`src/rtl/preg_free_list.sv`:
```
// preg_free_list: circular free list of physical registers with branch
// checkpoints. Define FREE_LIST_DUP_CHECK_EN to flag double releases.
module preg_free_list #(
  parameter int P_REGS = 64,
  parameter int L_REGS = 32,
  parameter int PORTS  = 2,
  parameter int C_NUM  = 4,
  localparam int DEPTH = P_REGS - L_REGS,
  localparam int PW    = $clog2(P_REGS),
  localparam int CW    = $clog2(C_NUM),
  localparam int FW    = $clog2(DEPTH + 1)
) (
  input  logic                clk,
  input  logic                rst,
  input  logic [PORTS-1:0]    alloc_req,
  output logic                alloc_ready,
  output logic [PORTS*PW-1:0] alloc_preg,
  input  logic [PORTS-1:0]    rel_valid,
  input  logic [PORTS*PW-1:0] rel_preg,
  input  logic                ckpt_take,
  output logic [CW-1:0]       ckpt_id,
  output logic                ckpt_avail,
  input  logic                ckpt_release,
  input  logic                flush_valid,
  input  logic [CW-1:0]       flush_id,
  output logic [FW-1:0]       free_count,
  output logic                err_double_free
);

  localparam int QW = $clog2(2 * DEPTH);
  localparam int IW = (DEPTH > 1) ? $clog2(DEPTH) : 1;
  localparam int NW = $clog2(C_NUM + 1);

  typedef logic [QW-1:0] ptr_t;

  function automatic ptr_t ptr_add(ptr_t p, int unsigned k);
    int unsigned s;
    s = 32'(p) + k;
    if (s >= 32'(2 * DEPTH)) s = s - 32'(2 * DEPTH);
    return ptr_t'(s);
  endfunction

  function automatic ptr_t ptr_sub(ptr_t a, ptr_t b);
    int unsigned s;
    s = 32'(a) + 32'(2 * DEPTH) - 32'(b);
    if (s >= 32'(2 * DEPTH)) s = s - 32'(2 * DEPTH);
    return ptr_t'(s);
  endfunction

  function automatic logic [IW-1:0] slot(ptr_t p);
    int unsigned s;
    s = 32'(p);
    if (s >= 32'(DEPTH)) s = s - 32'(DEPTH);
    return IW'(s);
  endfunction

  function automatic logic [CW-1:0] ck_inc(logic [CW-1:0] a);
    int unsigned s;
    s = 32'(a) + 1;
    if (s >= 32'(C_NUM)) s = s - 32'(C_NUM);
    return CW'(s);
  endfunction

  function automatic logic [CW-1:0] ck_dist(logic [CW-1:0] a,
                                            logic [CW-1:0] b);
    int unsigned s;
    s = 32'(a) + 32'(C_NUM) - 32'(b);
    if (s >= 32'(C_NUM)) s = s - 32'(C_NUM);
    return CW'(s);
  endfunction

  logic [PW-1:0] fifo [DEPTH];
  ptr_t          head, tail;
  ptr_t          head_alloc, head_nxt, tail_nxt;
  ptr_t          ck_head [C_NUM];
  logic [CW-1:0] ck_old;
  logic [NW-1:0] ck_cnt, ck_cnt_nxt;
  logic [IW-1:0] rel_slot [PORTS];
  int unsigned   n_alloc, n_rel;
  logic          alloc_ok, flush_hit, take_ok, drop_ok;

  // offer FIFO[head+rank] per port; place releases at FIFO[tail+rank]
  always_comb begin
    n_alloc    = 0;
    n_rel      = 0;
    alloc_preg = '0;
    rel_slot   = '{default: '0};
    for (int p = 0; p < PORTS; p++) begin
      alloc_preg[p*PW +: PW] = fifo[slot(ptr_add(head, n_alloc))];
      rel_slot[p] = slot(ptr_add(tail, n_rel));
      if (alloc_req[p]) n_alloc = n_alloc + 1;
      if (rel_valid[p]) n_rel = n_rel + 1;
    end
  end

  // all-or-nothing allocation, flush restore, checkpoint bookkeeping
  always_comb begin
    alloc_ok   = alloc_ready && !flush_valid;
    head_alloc = alloc_ok ? ptr_add(head, n_alloc) : head;
    flush_hit  = flush_valid &&
                 (32'(ck_dist(flush_id, ck_old)) < 32'(ck_cnt));
    take_ok    = ckpt_take && ckpt_avail && !flush_valid;
    drop_ok    = ckpt_release && (ck_cnt != '0) &&
                 !(flush_valid && (flush_id == ck_old));
    head_nxt   = flush_hit ? ck_head[flush_id] : head_alloc;
    tail_nxt   = ptr_add(tail, n_rel);
    ck_cnt_nxt = flush_hit ? NW'(ck_dist(flush_id, ck_old)) : ck_cnt;
    if (take_ok) ck_cnt_nxt = ck_cnt_nxt + NW'(1);
    if (drop_ok) ck_cnt_nxt = ck_cnt_nxt - NW'(1);
  end

  // free list storage, pointers and registered occupancy
  always_ff @(posedge clk or posedge rst) begin
    if (rst) begin
      for (int i = 0; i < DEPTH; i++) fifo[i] <= PW'(L_REGS + i);
      head       <= '0;
      tail       <= ptr_t'(DEPTH);
      free_count <= FW'(DEPTH);
    end else begin
      for (int p = 0; p < PORTS; p++)
        if (rel_valid[p]) fifo[rel_slot[p]] <= rel_preg[p*PW +: PW];
      head       <= head_nxt;
      tail       <= tail_nxt;
      free_count <= FW'(ptr_sub(tail_nxt, head_nxt));
    end
  end

  // checkpoint ring: ck_old is the oldest live slot, ckpt_id the next
  always_ff @(posedge clk or posedge rst) begin
    if (rst) begin
      for (int i = 0; i < C_NUM; i++) ck_head[i] <= '0;
      ck_old  <= '0;
      ckpt_id <= '0;
      ck_cnt  <= '0;
    end else begin
      if (take_ok) ck_head[ckpt_id] <= head_alloc;
      if (flush_hit) ckpt_id <= flush_id;
      else if (take_ok) ckpt_id <= ck_inc(ckpt_id);
      if (drop_ok) ck_old <= ck_inc(ck_old);
      ck_cnt <= ck_cnt_nxt;
    end
  end

  assign alloc_ready = 32'(free_count) >= 32'(PORTS);
  assign ckpt_avail  = 32'(ck_cnt) < 32'(C_NUM);

`ifdef FREE_LIST_DUP_CHECK_EN
  localparam logic [P_REGS-1:0] MAP_RST =
    {{DEPTH{1'b1}}, {L_REGS{1'b0}}};

  logic [P_REGS-1:0] free_map, free_map_nxt;
  logic              dup_hit;
  ptr_t              back_n;

  // keep the bitmap equal to the free window; spot repeated releases
  always_comb begin
    free_map_nxt = free_map;
    dup_hit      = 1'b0;
    back_n       = ptr_sub(head, ck_head[flush_id]);
    if (flush_hit)
      for (int j = 0; j < DEPTH; j++)
        if (32'(j) < 32'(back_n))
          free_map_nxt[fifo[slot(ptr_add(ck_head[flush_id], j))]] = 1'b1;
    if (alloc_ok)
      for (int p = 0; p < PORTS; p++)
        if (alloc_req[p]) free_map_nxt[alloc_preg[p*PW +: PW]] = 1'b0;
    for (int p = 0; p < PORTS; p++)
      if (rel_valid[p]) begin
        if (free_map[rel_preg[p*PW +: PW]]) dup_hit = 1'b1;
        for (int q = 0; q < p; q++)
          if (rel_valid[q] &&
              (rel_preg[q*PW +: PW] == rel_preg[p*PW +: PW]))
            dup_hit = 1'b1;
        free_map_nxt[rel_preg[p*PW +: PW]] = 1'b1;
      end
  end

  // sticky error, cleared only by reset
  always_ff @(posedge clk or posedge rst) begin
    if (rst) begin
      free_map        <= MAP_RST;
      err_double_free <= 1'b0;
    end else begin
      free_map <= free_map_nxt;
      if (dup_hit) err_double_free <= 1'b1;
    end
  end
`else
  assign err_double_free = 1'b0;
`endif

endmodule

```
`config.mk`:
```
export PLATFORM = sky130hd
export DESIGN_NAME = preg_free_list
export DESIGN_NICKNAME = d
export VERILOG_FILES = /design/src/rtl/preg_free_list.sv
export SDC_FILE = /design/constraint.sdc
export NUM_CORES = 1
export LEC_CHECK = 0
export CORE_MARGIN = 2
export CORE_UTILIZATION = 30
export DETAILED_ROUTE_END_ITERATION = 10
export GPL_ROUTABILITY_DRIVEN = 0
export GPL_TIMING_DRIVEN = 0
export PLACE_DENSITY_LB_ADDON = 0.1
export SYNTH_ARGS = -nofsm -noshare
export SYNTH_HDL_FRONTEND = slang
export SYNTH_SLANG_ARGS = --single-unit
```
`constraint.sdc`:
```
create_clock -name clk -period 12.76 [get_ports clk]
set_input_delay 2.552 -clock clk [delete_from_list [all_inputs] [get_ports clk]]
set_output_delay 2.552 -clock clk [all_outputs]
set_load 0.1 [all_outputs]
```
==> results.toml, run 1 <==
[sta]
maxSlewHeadroom_pct = 15.4
clock_skew_ns = 0.0385
rsz0062_at_grt = "no"
fin_crit_sh_pct = 75.4
slew_viol_final = 0
fmax_ghz = 0.104
min_period_ns = 9.62
hold_violations = 0
setup_ws_ns = 3.14
setup_viol = 0
tightest_slew_ns = 1.26

[detailed_routing]
viasPerCell = 5.42
drt_iter0_drc = 852
firstDrtPassIters = 8
route.vias.total = 11700
wl_per_cell_um = 28.1
drc = 0
drt.antenna.violating_nets = 0
finalWirelength_mm = 60.7

[placed_design]
portBuffers = 41
pre_cts_ws_ns = 3.15
hpwlAfterDp_mm = 45.0
place_inst = 2103

[logic_synthesis]
synth_top_area_share_pct = 20.1
yosysUniqueCellTypes = 69
yosys_warnings = 0
yosysMostFrequentCell = "mux2_2"
synth_area_leaders = "dfrtp_1 20%, dfstp_2 19%, mux2_2 15%, mux4_2 11%, mux2i_1 11%"
syn_area_per_cell_um2 = 11.5
yosysTopAreaCell = "dfrtp_1"
syn-cell-area_um2 = 15800
syn-num-nets = 1421
yosys-top-cells-count = "211 x mux2_2, 171 x mux2i_1, 127 x dfrtp_1"
ys_ff_latch = 241
synthCells = 1372
async_reset_ff_share_pct = 100
ys_seq_area_share_pct = 39.1
ys.flop_type = "dfrtp_1"
synth_edf_count = 0

[setup_path]
cp_max_fo = 10
path_class = "primary input to output port"
cp-end-kind = "output port"
start_kind = "primary input"
cp.required_ns = 10.21
cp_data_arrival_time_ns = 7.06

[clock_tree]
clk_latency_ns = 0.62
cts_buffer_depth = 3
cts_setup_buffers = 0
root_buffer = "clkbuf_16"
path_clk_slew_ns = 0.06
cts_resized = 0
cts_buffers = 31
cts_tree = "done"
cts-hold-fix-buffers = 0
cts.sinks = 241
cts_htree_levels = 1

[finish]
diodes = 0
final_nets = 1497
stdcell_count = 2159
syn2layout_area_growth_pct = 14.5
drive_gt1_share_pct = 35.8

[run]
maxCapViolations = 0

[grt]
grt_usage_pct = 22.6
grt.overflow.total = 0
first_global_vias = 11800
grt_max_degree = 117
antenna_found_initial = 0
grt_pass1_wl_mm = 87.6

[worst_hold_path]
holdCritPathClass = "flop to flop"

[floorplanning]
start_util_pct = 30.2
die_area_um2 = 54500
rows = 84
die_width_um = 234
die_y_um = 234
core_area_um2 = 52300
ios = 46

[run_status]
status = "finished, final reports clean"
-- layout by cell type (no fill, tap or decap), types with 21 or more instances in the layout --
cell,netlist,final
mux2_2,211,211
mux2i_1,171,171
dfrtp_1,127,127
dfstp_2,114,114
a21oi_1,106,106
nor2_1,98,98
clkbuf_1,66,79
mux4_2,78,78
nand2_1,72,72
clkdlybuf4s50_1,0,41
o21ai_0,32,32
buf_2,31,31
clkbuf_16,0,31
nor3_1,29,29
ha_1,23,23
nor2_2,21,21
-- layer usage --
layer	vias to the layer above	global-route usage, %	part of all wire [%]
met4	0	7.73	3.5
met5	-	0	0
met1	6069	31.5	46
met2	294	34.6	45
li1	5247	-	-
met3	84	4.57	6.2
-- worst max-delay path, cell delays in order --
cell and delay (ns):
clkdlybuf4s50_1 0.47, ha_1 0.30, ha_1 0.37, buf_2 0.37, buf_2 0.47, buf_2 0.40, mux4_2 0.29, mux2i_1 0.11
a221oi_1 0.46, clkdlybuf4s50_1 1.23
-- flip-flops by register name (all words and copies together) (netlist names) --
name	flops
ck_cnt	3
ck_head	24
ck_old	2
ckpt_id	2
fifo	192
free_count	6
head	6
tail	6
-- path summary, 6_finish.rpt --
check	startpoint	endpoint	slack, ns	cells past startpoint
setup / recovery	alloc_req[0]	alloc_preg[11]	3.14	10
hold / removal	ck_old[1]	ck_old[1]	0.50	1
setup reg to reg	ck_old[0]	free_count[5]	8.70	14
hold reg to reg	ck_old[1]	ck_old[1]	0.50	1
max in group asynchronous	rst	fifo[159]	9.54	3
min in group asynchronous	rst	fifo[106]	2.27	2
-- layout make-up --
type | instances | area [um2]
inverters | 18 | 75.1
plain buffers | 106 | 468
clock buffers | 48 | 880
flip-flops and latches | 241 | 6170
clock inverters | 8 | 80.1
multi-input cells | 1007 | 9100
repair buffers | 43 | 465
well taps | 688 | 861
fillers | 5271 | 34200
-- logic make-up after synthesis --
group | count (synthesis) | share of synthesized area (%)
other cells | 1 | 0.0237
xor+xnor | 20 | 1.20
simple gates | 278 | 8.25
mux | 465 | 37.3
buf+inv | 124 | 3.39
fa+ha+maj | 26 | 2.20
compound gates | 217 | 8.57
flops | 241 | 39.1
-- per-stage QoR --
step           TNS (ns)  instance area [um2]  util [%]  hold slack [ns]
2_1_floorplan         0                15800         -            0.465
3_3_place_gp     -83.73                17100      32.6            0.485
3_5_place_dp          0                17100      32.8            0.495
4_1_cts               0                18100      34.6            0.505
5_1_grt               0                18100      34.6            0.520
6_report              0                18100      34.6            0.497
Power of run 1 is left out: the tool's default activity adds up to more than one toggle a clock period on the data nets, which glitch-free logic cannot reach.
==> inputs of run 2 (changes only) <==
==> constraint.sdc (replaced) <==
create_clock -name clk -period 8.8 [get_ports clk]
set_input_delay 1.76 -clock clk [delete_from_list [all_inputs] [get_ports clk]]
set_output_delay 1.76 -clock clk [all_outputs]
set_load 0.1 [all_outputs]
==> results of run 2 <==
The final DEF is identical to that of run 1. Status: finished, final reports clean.
Main changes from that run: setup slack after placement 3.15 ns -> 0.778 ns; setup slack after layout 3.14 ns -> 0.769 ns; register-to-register setup slack 8.70 ns -> 4.74 ns
Power of run 2 is left out for the same reason.
==> inputs of run 3 (changes only) <==
--- a/config.mk
+++ b/config.mk
@@ -10,7 +10,8 @@
 export DETAILED_ROUTE_END_ITERATION = 10
 export GPL_ROUTABILITY_DRIVEN = 0
 export GPL_TIMING_DRIVEN = 0
-export PLACE_DENSITY_LB_ADDON = 0.1
+export PLACE_DENSITY = 0.58
+export SLEW_MARGIN = 20
 export SYNTH_ARGS = -nofsm -noshare
 export SYNTH_HDL_FRONTEND = slang
 export SYNTH_SLANG_ARGS = --single-unit
==> results.toml, run 3 (same netlist as run 1, synthesis figures left out) <==
[setup_path]
start_kind = "primary input"
cp.buffers_inverters = 5
cp-end-kind = "output port"
critical_path.cell_chain = "clkdlybuf4s50_1 -> ha_1 -> ha_1 -> buf_2 -> buf_2 -> buf_2 -> mux4_2 -> mux2i_1 -> a221oi_1 -> clkdlybuf4s50_1"
worst_path_max_delay_cell = "clkdlybuf4s50_1"
ff2ff_path_depth = 14
rrSetupSlack_ns = 4.70
cp.required_ns = 7.04
critPathMaxStageDelay_ns = 1.25
r2r_start = "ck_old[0]"
cp_max_fo = 10
critPathMostFrequentCell = "buf_2"
timing.rr.end = "free_count[5]"
cp_data_arrival_time_ns = 6.33
path_class = "primary input to output port"
crit_family = "buffers and inverters"

[detailed_routing]
wl_per_cell_um = 25.4
firstDrtPassIters = 6
viasPerCell = 5.56
finalWirelength_mm = 54.7
drt.antenna.violating_nets = 0
drt_iter0_drc = 1155
drc = 0
route.vias.total = 12000

[finish]
drive_gt1_share_pct = 36.4
final_nets = 1495
final_common_cell = "mux2_2"
syn2layout_area_growth_pct = 15.2
top_register = "fifo"
reg_top3 = "fifo x192, ck_head x24"
diodes = 0
fin_area_um2 = 18200
post-route-util_pct = 34.8
largest_reg_flops = 192
layout_common_cells = "211 x mux2_2, 171 x mux2i_1, 127 x dfrtp_1"

[floorplanning]
die_y_um = 234
start_util_pct = 30.2
die_width_um = 234
die_area_um2 = 54500
ios = 46
rows = 84
core_area_um2 = 52300

[sta]
fin_crit_sh_pct = 92.0
hold_slack_ns = 0.496
tightest_slew_ns = 1.17
rsz0062_at_grt = "no"
fmax_ghz = 0.124
hold_violations = 0
slew_viol_final = 0
maxSlewHeadroom_pct = 21.4
setup_viol = 0
min_period_ns = 8.09
clock_skew_ns = 0.0131
setup_ws_ns = 0.708

[worst_hold_path]
holdPathStages = 1
hold_path.startpoint = "ck_old[1]"
holdCritPathClass = "flop to flop"
holdPathEnd = "ck_old[1]"

[clock_tree]
cts_htree_levels = 1
clk_latency_ns = 0.57
cts_buffers = 28
cts_setup_buffers = 0
cts_tree = "done"
cts_buffer_depth = 3
cts_resized = 0
path_clk_slew_ns = 0.06
root_buffer = "clkbuf_16"
cts.sinks = 241
cts-hold-fix-buffers = 0

[grt]
grt.overflow.total = 0
antenna_found_initial = 0
grt_pass1_wl_mm = 80.3
grt_usage_pct = 20.0
grt_max_degree = 73
first_global_vias = 11900

[placed_design]
pre_cts_ws_ns = 0.796
postPlaceCellArea_um2 = 17200
portBuffers = 41
hpwlAfterDp_mm = 40.4

[run_status]
status = "finished, final reports clean"

[run]
maxCapViolations = 0
[run 3: through the flow]
stage	std cells	TNS (ns)
6_report	2156	0
5_1_grt	2156	0
4_1_cts	2156	0
3_5_place_dp	2104	0
3_3_place_gp	2101	-409.03
2_1_floorplan	1372	0
[run 3: cell type report]
cell class                 instances  area [um2]
fill                            5240       34100
clock inverter                     8         118
tap                              688         861
buffer                           106         468
multi-input combinational       1007        9100
timing repair buffer              44         493
inverter                          18        75.1
sequential                       241        6170
clock buffer                      44         923
[run 3: metal layers]
layer / routed length (um) / global-route usage (%)
met4: 2960 / 10.1
met2: 25000 / 31.6
met5: 0 / 0
met3: 4500 / 3.96
met1: 22200 / 26.0
[run 3: how the worst max path moves through the flow]
| stage | start | end | slack [ns] | depth (start not counted) |
|---|---|---|---|---|
| finish | alloc_req[0] | alloc_preg[11] | 0.71 | 10 |
| global route | alloc_req[0] | alloc_preg[11] | 0.69 | 10 |
| CTS | alloc_req[0] | alloc_preg[6] | 0.80 | 10 |
| detailed placement | alloc_req[0] | alloc_preg[6] | 0.80 | 10 |
| global placement | rst | fifo[63] | -3.03 | 2 |
| floorplan | rst | ck_cnt[0] | 0.61 | 1 |
Power of run 3 is left out for the same reason.
